<file path="src/rtl/cpu_pkg.sv">
// Shared encodings for the multicycle datapath: mul/div opcodes and the
// HI/LO unit control states.
package cpu_pkg;

    typedef enum logic [1:0] {
        OP_MULT  = 2'b00,
        OP_MULTU = 2'b01,
        OP_DIV   = 2'b10,
        OP_DIVU  = 2'b11
    } op_e;

    typedef enum logic [1:0] {
        IDLE   = 2'b00,
        RUN    = 2'b01,
        FINISH = 2'b10
    } state_e;

    function automatic logic op_is_div(input logic [1:0] op_v);
        return op_v[1];
    endfunction

    function automatic logic op_is_signed(input logic [1:0] op_v);
        return ~op_v[0];
    endfunction

endpackage

</file>
<file path="src/rtl/muldiv_signfix.sv">
// Conditional two's-complement negation: magnitude of a signed operand on the
// way in, sign restoration of the unsigned result on the way out.
module muldiv_signfix #(
    parameter int W = 32
) (
    input  logic [W-1:0] val_i,
    input  logic         neg_i,
    output logic [W-1:0] res_o
);

    assign res_o = neg_i ? ({W{1'b0}} - val_i) : val_i;

endmodule

</file>
<file path="src/rtl/hilo_muldiv_unit.sv">
// Iterative WIDTH-bit multiply/divide unit owning the HI/LO result registers;
// one result bit per cycle with a start/busy/done handshake.
module hilo_muldiv_unit
    import cpu_pkg::*;
#(
    parameter  int WIDTH = 32,
    localparam int CNT_W = $clog2(WIDTH)
) (
    input  logic             clk,
    input  logic             reset,
    input  logic             start,
    input  logic [1:0]       op,
    input  logic [WIDTH-1:0] a,
    input  logic [WIDTH-1:0] b,
    output logic             busy,
    output logic             done,
    output logic             div_zero,
    output logic [WIDTH-1:0] hi,
    output logic [WIDTH-1:0] lo
);

    state_e                 state_q, state_d;
    logic [CNT_W-1:0]       cnt_q, cnt_d;
    logic                   is_div_q, is_div_d;
    logic                   sgn_xor_q, sgn_xor_d;
    logic                   sgn_a_q, sgn_a_d;
    logic [2*WIDTH-1:0]     acc_q, acc_d;
    logic [WIDTH-1:0]       rem_q, rem_d;
    logic [WIDTH-1:0]       opnd_q, opnd_d;
    logic [WIDTH-1:0]       hi_q, hi_d;
    logic [WIDTH-1:0]       lo_q, lo_d;
    logic                   busy_q, busy_d;
    logic                   done_q, done_d;
    logic                   dz_q, dz_d;

    logic                   signed_op_s;
    logic [WIDTH-1:0]       mag_a_s, mag_b_s;
    logic [2*WIDTH-1:0]     prod_fix_s;
    logic [WIDTH-1:0]       quo_fix_s, rem_fix_s;
    logic [WIDTH:0]         mul_sum_s;
    logic [2*WIDTH-1:0]     mul_next_s;
    logic [WIDTH:0]         div_shift_s, div_diff_s;
    logic                   div_ge_s;

    assign signed_op_s = op_is_signed(op);

    muldiv_signfix #(.W(WIDTH)) u_abs_a (
        .val_i (a),
        .neg_i (signed_op_s & a[WIDTH-1]),
        .res_o (mag_a_s)
    );

    muldiv_signfix #(.W(WIDTH)) u_abs_b (
        .val_i (b),
        .neg_i (signed_op_s & b[WIDTH-1]),
        .res_o (mag_b_s)
    );

    muldiv_signfix #(.W(2*WIDTH)) u_fix_prod (
        .val_i (acc_q),
        .neg_i (sgn_xor_q),
        .res_o (prod_fix_s)
    );

    muldiv_signfix #(.W(WIDTH)) u_fix_quo (
        .val_i (acc_q[WIDTH-1:0]),
        .neg_i (sgn_xor_q),
        .res_o (quo_fix_s)
    );

    muldiv_signfix #(.W(WIDTH)) u_fix_rem (
        .val_i (rem_q),
        .neg_i (sgn_a_q),
        .res_o (rem_fix_s)
    );

    // Shift-add: multiplier sits in the low half and is consumed LSB first.
    assign mul_sum_s  = {1'b0, acc_q[2*WIDTH-1:WIDTH]} + {1'b0, opnd_q};
    assign mul_next_s = acc_q[0] ? {mul_sum_s, acc_q[WIDTH-1:1]}
                                 : {1'b0, acc_q[2*WIDTH-1:1]};

    // Since rem < divisor, the trial difference always fits in WIDTH+1 bits
    // two's complement, so its MSB is the borrow.
    assign div_shift_s = {rem_q, acc_q[WIDTH-1]};
    assign div_diff_s  = div_shift_s - {1'b0, opnd_q};
    assign div_ge_s    = ~div_diff_s[WIDTH];

    // Next-state, datapath and handshake decode.
    always_comb begin
        state_d   = state_q;
        cnt_d     = cnt_q;
        is_div_d  = is_div_q;
        sgn_xor_d = sgn_xor_q;
        sgn_a_d   = sgn_a_q;
        acc_d     = acc_q;
        rem_d     = rem_q;
        opnd_d    = opnd_q;
        hi_d      = hi_q;
        lo_d      = lo_q;
        done_d    = 1'b0;
        dz_d      = 1'b0;
        case (state_q)
            IDLE: begin
                if (start) begin
                    if (op_is_div(op) && (b == {WIDTH{1'b0}})) begin
                        done_d = 1'b1;
                        dz_d   = 1'b1;
                    end else begin
                        is_div_d  = op_is_div(op);
                        sgn_xor_d = signed_op_s & (a[WIDTH-1] ^ b[WIDTH-1]);
                        sgn_a_d   = signed_op_s & a[WIDTH-1];
                        acc_d     = {{WIDTH{1'b0}}, (op_is_div(op) ? mag_a_s : mag_b_s)};
                        opnd_d    = op_is_div(op) ? mag_b_s : mag_a_s;
                        rem_d     = {WIDTH{1'b0}};
                        cnt_d     = {CNT_W{1'b0}};
                        state_d   = RUN;
                    end
                end else begin
                    state_d = IDLE;
                end
            end
            RUN: begin
                if (is_div_q) begin
                    rem_d = div_ge_s ? div_diff_s[WIDTH-1:0] : div_shift_s[WIDTH-1:0];
                    acc_d = {acc_q[2*WIDTH-1:WIDTH], acc_q[WIDTH-2:0], div_ge_s};
                end else begin
                    acc_d = mul_next_s;
                end
                cnt_d = cnt_q + CNT_W'(1);
                if (cnt_q == CNT_W'(WIDTH-1)) begin
                    state_d = FINISH;
                end else begin
                    state_d = RUN;
                end
            end
            FINISH: begin
                if (is_div_q) begin
                    hi_d = rem_fix_s;
                    lo_d = quo_fix_s;
                end else begin
                    hi_d = prod_fix_s[2*WIDTH-1:WIDTH];
                    lo_d = prod_fix_s[WIDTH-1:0];
                end
                done_d  = 1'b1;
                state_d = IDLE;
            end
            default: begin
                state_d = IDLE;
            end
        endcase
        busy_d = (state_d != IDLE);
    end

    // State, working and result registers; reset aborts any operation.
    always_ff @(posedge clk or negedge reset) begin
        if (!reset) begin
            state_q   <= IDLE;
            cnt_q     <= {CNT_W{1'b0}};
            is_div_q  <= 1'b0;
            sgn_xor_q <= 1'b0;
            sgn_a_q   <= 1'b0;
            acc_q     <= {(2*WIDTH){1'b0}};
            rem_q     <= {WIDTH{1'b0}};
            opnd_q    <= {WIDTH{1'b0}};
            hi_q      <= {WIDTH{1'b0}};
            lo_q      <= {WIDTH{1'b0}};
            busy_q    <= 1'b0;
            done_q    <= 1'b0;
            dz_q      <= 1'b0;
        end else begin
            state_q   <= state_d;
            cnt_q     <= cnt_d;
            is_div_q  <= is_div_d;
            sgn_xor_q <= sgn_xor_d;
            sgn_a_q   <= sgn_a_d;
            acc_q     <= acc_d;
            rem_q     <= rem_d;
            opnd_q    <= opnd_d;
            hi_q      <= hi_d;
            lo_q      <= lo_d;
            busy_q    <= busy_d;
            done_q    <= done_d;
            dz_q      <= dz_d;
        end
    end

    assign busy     = busy_q;
    assign done     = done_q;
    assign div_zero = dz_q;
    assign hi       = hi_q;
    assign lo       = lo_q;

endmodule

</file>
<file path="config.mk">
export PLATFORM = sky130hd
export DESIGN_NAME = hilo_muldiv_unit
export DESIGN_NICKNAME = d
export VERILOG_FILES = /design/src/rtl/cpu_pkg.sv /design/src/rtl/muldiv_signfix.sv /design/src/rtl/hilo_muldiv_unit.sv
export SDC_FILE = /design/constraint.sdc
export NUM_CORES = 1
export LEC_CHECK = 0
export CORE_MARGIN = 1
export CORE_UTILIZATION = 50
export CTS_BUF_LIST = sky130_fd_sc_hd__clkbuf_16
export DETAILED_ROUTE_END_ITERATION = 7
export PLACE_DENSITY_LB_ADDON = 0.05
export SLEW_MARGIN = 20
export SYNTH_ARGS = -nofsm -noshare
export SYNTH_HDL_FRONTEND = slang
export SYNTH_SLANG_ARGS = --single-unit
</file>
<file path="constraint.sdc">
create_clock -name clk -period 4.84 [get_ports clk]
set_clock_uncertainty 0.1 [all_clocks]
set_input_delay 0.726 -clock clk [delete_from_list [all_inputs] [get_ports clk]]
set_output_delay 0.726 -clock clk [all_outputs]
set_load 0.1 [all_outputs]
</file>
==> out/metrics.cfg <==
[outcome]
status = complete, no violations

[detailed_routing]
wl_per_cell_um = 20.32
wl_mm = 53.39
dr_total_vias = 15770
first_pass_iters = 6
final_antenna_net_count = 0
first_iter_violations = 1355
viasPerCell = 6.002
drc = 0

[grt]
grt.total_usage_pct = 31.80
antenna_found_initial = 1
grt_pass1_vias = 14500
grt_max_degree = 115
gr-total-overflow = 0
grt_pass1_wl_mm = 83.03

[clock_tree]
post-cts-setup-buffers = 0
ctsResizeCount = 0
cts_inserted_buffers = 25
htreeDepth = 1
clk_latency_ns = 0.54
cts_tree = yes
cts_root_buf = clkbuf_16
clock_path_buffers = 3
cts_num_sinks = 205
cts-hold-fix-buffers = 0
cts.clk_slew.worst_paths_ns = 0.06

[yosys]
synth-edff-count = 0
yosysSeqAreaShare_pct = 31.09
syn_nets = 2249
avgSynthCellArea_um2 = 7.828
synth_cells = 2108
synth-main-ff-cell = dfrtp_1
synth_cell_types = 81
ys_ff_latch = 205
synthArstFlopShare_pct = 100.0
syn_area_mm2 = 0.01650
yosys_warnings = 0

[sta]
period_needed_ns = 4.146
finalHoldViolations = 0
min_period_over_period_pct = 85.66
setup_tns_ns = 0
hold_slack_ns = 0.2083
timing.fmax_mhz = 241.2
timing.final.ws_setup_ns = 0.6939
worstMarginPinSlew_ns = 1.074
slew_headroom_pct = 28.39
setup_viol = 0
rsz0062_at_grt = no
slew_violations = 0

[worst_setup_path]
reg2reg_slack_ns = 0.69
r2r_start = acc_q[31]
crit_type = reg2reg
cp.required_ns = 5.18
r2r.worst_path.cells = 13
crit_fanout = 8
critPathLaunch = acc_q[31]
start_kind = register
reg2reg_to = acc_q[0]
crit_path_end_kind = register
arrival_ns = 4.49

[pwr]
pwr-share-clk_pct = 11.7
ir_drop_uv = 566.4
p_seq_share_pct = 23.5
p_int_uw = 7218
combPwrFrac_pct = 64.8
p_leak_uw = 0.007866
p_switching_uw = 8168
power_density_mw_per_mm2 = 815.1
swShare_pct = 53.09

[floorplan]
io_pins = 136
start_util_pct = 50.72
die_area_mm2 = 0.03373
die_height_um = 183.7
rows = 66
coreArea_mm2 = 0.03254
die_w_um = 183.7

[place]
routabilityCongestion = 0.9739
dp_slack_ns = 0.4613
port_buffers = 135
post-dp-hpwl_mm = 41.63

[finish]
diodes = 0
syn2layout_area_growth_pct = 14.39
fin_nets = 2310
drive_gt1_share_pct = 4.849

[worst_hold_path]
hold_path_class = in2async

[job]
cap_violations = 0

## power groups by stage
stage / logic, uW / registers, uW / clock network [uW]
global placement: 9660 / 3570 / 0
finish: 9970 / 3610 / 1810
floorplan: 7140 / 3560 / 0
global route: 11000 / 3700 / 1900
CTS: 9850 / 3570 / 1830
detailed placement: 9810 / 3600 / 0
## metrics by stage
| stage | util (%) | cells | cell area, um2 | power, uW |
|---|---|---|---|---|
| floorplan | - | 2108 | 16500 | 10710 |
| global placement | 55.64 | 2584 | 18100 | 13230 |
| detailed placement | 55.64 | 2584 | 18100 | 13410 |
| CTS | 58.02 | 2628 | 18880 | 15250 |
| global route | 58.02 | 2628 | 18880 | 16600 |
| finish | 58.02 | 2628 | 18880 | 15390 |
## flip-flops by register name, indices dropped and copies added (netlist names)
name       count
acc_q         64
hi            32
lo            32
opnd_q        32
rem_q         32
cnt_q          5
state_q        2
busy           1
div_zero       1
done           1
is_div_q       1
sgn_a_q        1
sgn_xor_q      1
## synthesized netlist by cell type, drive strengths merged, types with 4 or more instances
library cell,number,area (um2)
nor2,188,715.7
or4,22,176.4
clkbuf,101,379.1
a221o,4,40.04
a32oi,5,43.79
a311oi,10,93.84
a21oi,192,987.2
a211o,5,43.79
dfrtp,205,5130
o221ai,5,43.79
o31a,6,52.55
o21ai,282,1411
nor3,37,185.2
o21a,13,97.59
xor2,89,779.5
nor2b,13,81.33
or3,18,112.6
nand4,10,62.56
buf,28,196.4
mux2i,53,530.5
o31ai,27,207.7
nand2b,21,146.4
nor4,24,165.2
xnor2,111,972.2
o21bai,14,105.1
inv,69,261.5
ha,70,875.8
o41ai,15,176.4
o211ai,16,120.1
a211oi,13,102.6
and2,10,62.56
nand2,250,945.9
nand3,77,385.4
or2,12,75.07
a31oi,18,112.6
a21o,17,127.6
and3,15,93.84
o22a,4,35.03
## worst max-delay path, cell delays in order (launching register included)
cell       delay [ns]
dfrtp_1          0.52
inv_1            0.15
ha_1             0.26
fa_1             0.39
nor2b_1          0.23
o2111ai_1        0.23
and3_1           0.30
o31ai_1          0.25
buf_4            0.17
o2111ai_1        0.12
and3_1           0.27
xor2_4           0.17
nor2_1           0.65
a2bb2oi_1        0.25
## how the worst max path moves through the flow
stage / end / slack, ns
after detailed placement: acc_q[36] / 0.46
final: acc_q[0] / 0.69
after global placement: acc_q[33] / 0.59
after global routing: acc_q[0] / 0.54
after floorplan: rem_q[24] / 1.20
after CTS: acc_q[0] / 0.75
## layout make-up
cell class | instances | area (um2)
fillers | 3138 | 13660
multi-input cells | 1705 | 10570
flip-flops and latches | 205 | 5134
repair buffers | 163 | 1585
clock buffers | 25 | 625.6
well taps | 442 | 553.0
inverters | 69 | 261.5
clock inverters | 19 | 148.9
## layout by cell type, fill, tap and decap left out, types with 37 or more instances in the layout
cell	n
nand2_1	249
nor3_1	37
dfrtp_1	204
xnor2_1	111
inv_1	74
ha_1	70
a21oi_1	185
clkdlybuf4s50_1	133
nor2_1	186
xor2_1	88
mux2i_1	53
nand3_1	77
o21ai_0	219
o21ai_1	63
## per-layer routing
layer  global-route usage (%)  up-vias  wire length [um]
met4                    10.90        0              1770
met3                    5.190       91              4173
met5                        0        -                 0
met2                    44.70      590             21750
li1                         -     7640                 -
met1                    48.57     7452             25700
## logic make-up after synthesis
group	count (synthesis)	share of synthesized area [%]
AO/OA/AOI/OAI	670	24.29
flip-flops	205	31.09
AND/OR/NAND/NOR	708	20.04
multiplexers	55	3.351
XOR/XNOR	200	10.61
buffers and inverters	198	5.072
adder cells (fa/ha/maj)	72	5.550
No activity file was read; power rests on OpenSTA's default activity.
